==> src/rtl/ex_pkg.sv <==
// Shared constants and types for the execute/memory stage.
package ex_pkg;

  localparam int unsigned DATA_W = 8;
  localparam int unsigned REG_W  = 3;

  // ALU function select encoding.
  typedef enum logic {
    ALU_ADD = 1'b0,
    ALU_SUB = 1'b1
  } alu_fn_e;

  // Registered write-back bundle handed to the final stage.
  typedef struct packed {
    logic [DATA_W-1:0] data;
    logic [REG_W-1:0]  dst;
    logic [REG_W-1:0]  src;
    logic              regwrite;
    logic              zero;
    logic              mem_err;
  } wb_bundle_t;

endpackage

==> src/rtl/ex_alu.sv <==
// Combinational ALU: operand select, add/subtract with modulo wrap, zero detect.
module ex_alu
  import ex_pkg::*;
(
  input  logic [DATA_W-1:0] a_i,
  input  logic [DATA_W-1:0] b_i,
  input  logic [DATA_W-1:0] imm_i,
  input  logic              alusrc_i,
  input  logic              alufn_i,
  output logic [DATA_W-1:0] result_o,
  output logic              zero_o
);

  logic [DATA_W-1:0] operand;

  // Select the second operand, then add or subtract; carry is discarded.
  always_comb begin
    operand = alusrc_i ? imm_i : b_i;
    if (alu_fn_e'(alufn_i) == ALU_SUB) begin
      result_o = a_i - operand;
    end else begin
      result_o = a_i + operand;
    end
    zero_o = (result_o == '0);
  end

endmodule

==> src/rtl/ex_mem_stage.sv <==
// Execute/memory stage: ALU, data memory with store-to-load bypass and range
// check, and the registered write-back bundle.
module ex_mem_stage
  import ex_pkg::*;
#(
  parameter int unsigned DEPTH = 16
) (
  input  logic              clk3,
  input  logic              rst,
  input  logic [DATA_W-1:0] imm_in,
  input  logic [DATA_W-1:0] a_in,
  input  logic [DATA_W-1:0] b_in,
  input  logic [DATA_W-1:0] m1_in,
  input  logic [DATA_W-1:0] m2_in,
  input  logic              alusrc_in,
  input  logic              alufn_in,
  input  logic              memwrite_in,
  input  logic              memread_in,
  input  logic              memtoreg_in,
  output logic [DATA_W-1:0] wb_data,
  output logic [REG_W-1:0]  wb_dst,
  output logic [REG_W-1:0]  wb_src,
  output logic              wb_regwrite,
  output logic              wb_zero,
  output logic              mem_err
);

  localparam int unsigned ADDR_W = (DEPTH > 1) ? $clog2(DEPTH) : 1;

  logic [DATA_W-1:0] alu_res;
  logic              alu_zero;
  logic              in_range;
  logic              mem_we;
  logic [ADDR_W-1:0] mem_idx;
  logic [DATA_W-1:0] mem_rd;
  logic [DATA_W-1:0] load_data;
  wb_bundle_t        wb_d, wb_q;

  logic [DATA_W-1:0] mem [DEPTH];

  ex_alu u_alu (
    .a_i      (a_in),
    .b_i      (b_in),
    .imm_i    (imm_in),
    .alusrc_i (alusrc_in),
    .alufn_i  (alufn_in),
    .result_o (alu_res),
    .zero_o   (alu_zero)
  );

  // Address decode, range check and load-data selection (bypass on same-address store).
  always_comb begin
    in_range = ({{(32-DATA_W){1'b0}}, alu_res} < DEPTH);
    mem_idx  = alu_res[ADDR_W-1:0];
    mem_we   = memwrite_in && in_range && !rst;
    mem_rd   = in_range ? mem[mem_idx] : '0;
    if (!memread_in || !in_range) begin
      load_data = '0;
    end else if (memwrite_in) begin
      load_data = b_in;
    end else begin
      load_data = mem_rd;
    end
  end

  // Assemble the next write-back bundle.
  always_comb begin
    wb_d          = '0;
    wb_d.data     = memtoreg_in ? load_data : alu_res;
    wb_d.dst      = m1_in[REG_W-1:0];
    wb_d.src      = m2_in[REG_W-1:0];
    wb_d.regwrite = !memwrite_in;
    wb_d.zero     = alu_zero;
    wb_d.mem_err  = (memread_in || memwrite_in) && !in_range;
  end

  // Data memory array; intentionally not reset so contents survive rst.
  always_ff @(posedge clk3) begin
    if (mem_we) begin
      mem[mem_idx] <= b_in;
    end
  end

  // Output register with asynchronous clear.
  always_ff @(posedge clk3 or posedge rst) begin
    if (rst) begin
      wb_q <= '0;
    end else begin
      wb_q <= wb_d;
    end
  end

  assign wb_data     = wb_q.data;
  assign wb_dst      = wb_q.dst;
  assign wb_src      = wb_q.src;
  assign wb_regwrite = wb_q.regwrite;
  assign wb_zero     = wb_q.zero;
  assign mem_err     = wb_q.mem_err;

endmodule

==> config.mk <==
export PLATFORM = sky130hd
export DESIGN_NAME = ex_mem_stage
export DESIGN_NICKNAME = d
export VERILOG_FILES = /design/src/rtl/ex_pkg.sv /design/src/rtl/ex_alu.sv /design/src/rtl/ex_mem_stage.sv
export SDC_FILE = /design/constraint.sdc
export NUM_CORES = 1
export LEC_CHECK = 0
export CAP_MARGIN = 5
export CORE_ASPECT_RATIO = 1.5
export CORE_MARGIN = 2
export CORE_UTILIZATION = 51
export CTS_BUF_LIST = sky130_fd_sc_hd__clkbuf_16
export DETAILED_ROUTE_END_ITERATION = 16
export PLACE_DENSITY_LB_ADDON = 0.2
export RECOVER_POWER = 100
export SLEW_MARGIN = 0
export SYNTH_ARGS = -nofsm -noshare
export SYNTH_HDL_FRONTEND = slang
export SYNTH_SLANG_ARGS = --single-unit
==> constraint.sdc <==
create_clock -name clk3 -period 1.2 [get_ports clk3]
set_input_delay 0.24 -clock clk3 [delete_from_list [all_inputs] [get_ports clk3]]
set_output_delay 0.24 -clock clk3 [all_outputs]
set_load 0.1 [all_outputs]
# ---- Word level (Yosys, flattened, before mapping)
# Memory sizes are Yosys's and may differ from the RTL's.
# Index checks and enable logic that the tools add are counted.
dict set report word_totals {
  reg_bits 17
  ramBits 128
  inputBits 47
  output_inout_bits 17
  wordCells 28
  memories 1
}
dict set report classes {
  addsub 2
  order_cmp 1
  muxes 8
  reduce_logical 10
}
# name depth word_bits read_ports rd_clocked_by_memory_dff write_ports line
set mem_list {}
lappend mem_list {mem 16 8 1 0 1 ex_mem_stage.sv:39} ;# logic [DATA_W-1:0] mem [DEPTH];
# op n
set op_table {}
lappend op_table {{8-bit two-way mux} 6}
lappend op_table {{8-bit adder} 1}
lappend op_table {{8-bit logical NOT} 1}
lappend op_table {{8-bit by 5-bit less-than comparator with 1-bit output, second input constant} 1}
lappend op_table {{8-bit subtractor} 1}
lappend op_table {{1-bit logical NOT} 4}
lappend op_table {{1-bit logical AND} 3}
lappend op_table {{1-bit logical OR} 2}
lappend op_table {{1-bit two-way mux} 2}

# ---- Logic depth before layout (Yosys ltp)
dict set report depth {
  depth_word 8
  mapped_depth 16
  mapped_depth_nobuf 13
}

# ---- By module
# A second synthesis with hierarchy kept.
dict set report hier_totals {
  hier_cells 418
  area_unflattened_um2 6407.4
}
# mod n_inst cells_each area_per_inst_um2
set modules_own_cells {}
lappend modules_own_cells {ex_mem_stage 1 327 5719.2}
lappend modules_own_cells {ex_alu 1 91 688.2}

# ---- Worst setup path after synthesis
# OpenSTA, ideal clock, no wires.
dict set report synth_path {
  path_type {input to register}
  start {input alusrc_in}
  end {memory mem[10][0], enable pin}
  arrival_time_ns 3.449
  t_required_ns 0.817
  slack_ns -2.632
  path_stages 15
  path_buffers 3
  cell_sequence {buf_6 > clkbuf_1 > mux2i_1 > ha_1 > nor2_1 > xor2_1 > ha_1 > nor2b_1 > o21ai_1 > nand2b_1 > xor2_1 > nor3_1 > nand2_4 > buf_8 > nor3_1}
}
dict set report synth_between {
  elab_chain_cells 8
}
# item line
set synth_lines {}
lappend synth_lines {{start, declared} ex_mem_stage.sv:15} ;# input logic alusrc_in,
lappend synth_lines {{8-bit two-way mux (*)} ex_alu.sv:18} ;# operand = alusrc_i ? imm_i : b_i;
lappend synth_lines {{8-bit adder / 8-bit subtractor (equally long branches)} {ex_alu.sv:22, ex_alu.sv:20}}
lappend synth_lines {{8-bit two-way mux (*)} ex_alu.sv:19} ;# if (alu_fn_e'(alufn_i) == ALU_SUB) begin
lappend synth_lines {{8-bit by 5-bit less-than comparator with 1-bit output} ex_mem_stage.sv:53} ;# in_range = ({{(32-DATA_W){1'b0}}, alu_res} < DEPTH);
lappend synth_lines {{1-bit logical AND (2 in series)} ex_mem_stage.sv:55} ;# mem_we = memwrite_in && in_range && !rst;
lappend synth_lines {{1-bit two-way mux} ex_mem_stage.sv:79} ;# if (mem_we) begin
lappend synth_lines {{1-bit two-way mux (not written as such)} ex_mem_stage.sv:80} ;# mem[mem_idx] <= b_in;
lappend synth_lines {{end, declared} ex_mem_stage.sv:39}
# Every way passes the cells marked *; elsewhere a longest branch is shown, timed or not.

# ---- Final worst setup path
dict set report layout_path {
  start {input alusrc_in}
  end {memory mem[14][6], enable pin}
}
# The elaborated chain is that of the path after synthesis.

==> summary.md <==
| Metric | Value |
|---|---|
| Synth Flop Type | edfxtp_1 |
| Period utilization | 2.43 |
| Num CTS Buffers | 17 |
| Vias after detailed routing | 4298 |
| Highest net fanout along the worst path | 8 |
| Setup CP Type | in2reg |
| Final setup viols | 155 |
| Commonest non-fill, non-tap cell in the layout | edfxtp_1 |
| Post-Synthesis Cells | 372 |
| Async set or reset register ratio after synthesis | 0.117 |
| Die height | 139 µm |
| Core ar. | 12000 µm² |
| Largest area contributor in the synthesized netlist | edfxtp_1 |
| Final net count | 603 |
| # port buffers | 53 |
| Synthesis Warnings | 0 |
| Clk root buf | clkbuf_16 |
| Total wire length | 18200 µm |
| DP Worst Slack | -2400 ps |
| Slew margin rel. | 0.514 |
| Min-Delay Path Class | in2async |
| Power Dens Cells | 1720 nW/µm² |
| Synth Register Bits | 145 |
| GR Overflow Total | 0 |
| Worst VDD drop | 1.21 mV |
| Max-Cap Viols | 0 |
| Die Wd | 94.2 µm |
| CTS max path bufs | 2 |
| Seq/Total Area, Yosys | 0.686 |
| Final setup margin | -1710 ps |
| Synth cell types | 43 |
| Critical Path RT | 1340 ps |
| Diode count | 0 |
| Synthesized area per cell | 16.7 µm² |
| Layout cell share with drive strength beyond 1 | 0.501 |
| Worst-Skew Late Latency | 420 ps |
| Tmin final | 2910 ps |
| DRC Markers | 0 |
| Initial Utilization | 0.521 |
| DR pass1 iterations | 5 |
| Top-area cell type share of the netlist area | 0.617 |
| Hpwl dp | 11400 µm |
| Max Clock Skew | 10.0 ps |
| DRT iter0 DRCs | 401 |
| Wire per inst | 25.6 µm |
| Vias in the first global route | 4441 |
| Final hold violations | 0 |
| Die area | 13100 µm² |
| Failing checks | negative setup slack |
| Final ANT Viol Nets | 0 |
| FMAX | 0.343 GHz |
| Fin. max-slew vios | 0 |
| Placed insts | 661 |
| Largest net degree at the start of global routing | 21 |
| Setup crit start kind | input port |
| Fin cells | 712 |
| CTS tree | yes |
| Total global-route track usage | 0.280 |
| First-pass GRT wire length | 25700 µm |
| GPL Wtd Cong | 1.03 |
| CP endpoint kind | flop |
| CTS clk-pin slew, worst paths | 60 ps |
| Num rows | 49 |
| Leakage | 0.00356 µW |
| Initial antenna violation count | 0 |
| DR vias/cell | 6.04 |
| Arrival time worst endpoint | 3060 ps |
| Worst Tran Pin Value | 728 ps |
| Setup TNS | -232570 ps |
| Net Count, Synth | 428 |
| RSZ-0062 raised after global routing | yes |
| Synth top area cells | edfxtp_1, mux4_2, dfrtp_1, mux2i_1, ha_1 |
| Mapped Area | 6220 µm² |
| Status | finished, violations left |
| Post-synth EDFFs | 128 |
| Commonest cells after routing, fill and taps aside | edfxtp_1, buf_4, buf_12 |
| H-tree Lvls | 4 |
| Top Ports | 64 |
| Area grow syn2layout | 52.3% |
| Clock tree sinks | 145 |
report_power, final:
group	switching [µW]	internal, µW
combinational	2870	2300
clock	2030	3460
sequential	88.1	5600
total	4990	11400
what timing repair did:
action	in CTS	in global routing
buffers inserted	9	13
gates cloned	3	0
endpoints found under the setup margin	155	155
hold buffers	0	0
resized for setup	73	56
pin swaps	32	34
metrics by stage:
stage	hold slack, ps	utilization	total power, µW	cell area (µm²)
3_3_place_gp	499	0.695	10000	8310
4_1_cts	61.9	0.765	15800	9140
3_5_place_dp	514	0.695	10000	8310
5_1_grt	179	0.793	16800	9480
6_report	188	0.793	16300	9480
2_1_floorplan	166	-	8230	6520
metal layers:
layer,wire [µm],global-route usage,up-vias
met1,6160,0.324,2166
li1,-,-,1831
met3,1040,0.0498,70
met4,988,0.151,0
met2,10000,0.488,231
met5,0,0,-
worst paths after layout:
check,end,cells past startpoint,slack [ps],from
worst max-delay path,mem[14][6]$_DFFE_PP_,16,-1710,alusrc_in
worst min-delay path,wb_regwrite$_DFF_PP0_,2,190,rst
worst max register to register,wb_data[4]$_DFF_PP0_,5,-450,mem[10][4]$_DFFE_PP_
worst min register to register,wb_data[7]$_DFF_PP0_,6,990,mem[3][7]$_DFFE_PP_
max in group asynchronous,wb_dst[1]$_DFF_PP0_,3,90,rst
min in group clk3,mem[10][3]$_DFFE_PP_,2,350,b_in[3]
registers in the layout, indices dropped and copies added (netlist names):
register / cells
wb_regwrite: 1
wb_dst: 3
wb_data: 8
wb_zero: 1
mem: 128
mem_err: 1
wb_src: 3
worst max-delay path, stage by stage:
cell and delay, ps:
buf_8 100, buf_6 120, or4_4 550, nand2_2 110, nor2_2 40, xor2_1 160, ha_1 330, a21o_1 180
a21oi_2 140, o21ai_2 90, xor2_1 160, nor3_2 240, nand2_4 100, buf_8 160, nor3_4 210, buf_12 150
cell usage after synthesis, types with 2 or more instances:
cell / instances
mux4_2: 30
edfxtp_1: 128
a32oi_1: 5
buf_1: 4
nor2b_1: 3
inv_1: 9
or3_1: 2
nand3_1: 11
nand2b_1: 3
clkbuf_1: 9
nor2_1: 10
nor3_1: 18
o21ai_1: 3
mux2i_1: 16
xor2_1: 11
ha_1: 8
xnor2_1: 2
dfrtp_1: 17
a21oi_1: 9
o211ai_1: 2
o22ai_1: 6
nand4_1: 5
nand2_1: 26
o32ai_1: 3
xnor2_2: 3
o21a_1: 2
a21o_1: 3
buf_2: 3
o21ai_0: 7
final cells by class:
cell class	count	area [µm²]
well taps	153	191
flip-flops and latches	145	4270
fillers	628	2470
multi-input cells	199	2450
clock buffers	17	425
repair buffers	175	1920
inverters	9	33.8
clock inverters	14	189
logic make-up (layout without fill, tap and decap cells):
logic type / Yosys count / in the layout / share of synthesized area
flops: 145 / 145 / 0.686
buf+inv: 28 / 215 / 0.0211
compound gates: 45 / 45 / 0.0478
xor+xnor: 16 / 16 / 0.0261
mux: 46 / 46 / 0.134
fa+ha+maj: 9 / 9 / 0.0193
simple gates: 83 / 83 / 0.0655
No activity file was read; power rests on OpenSTA's default activity.
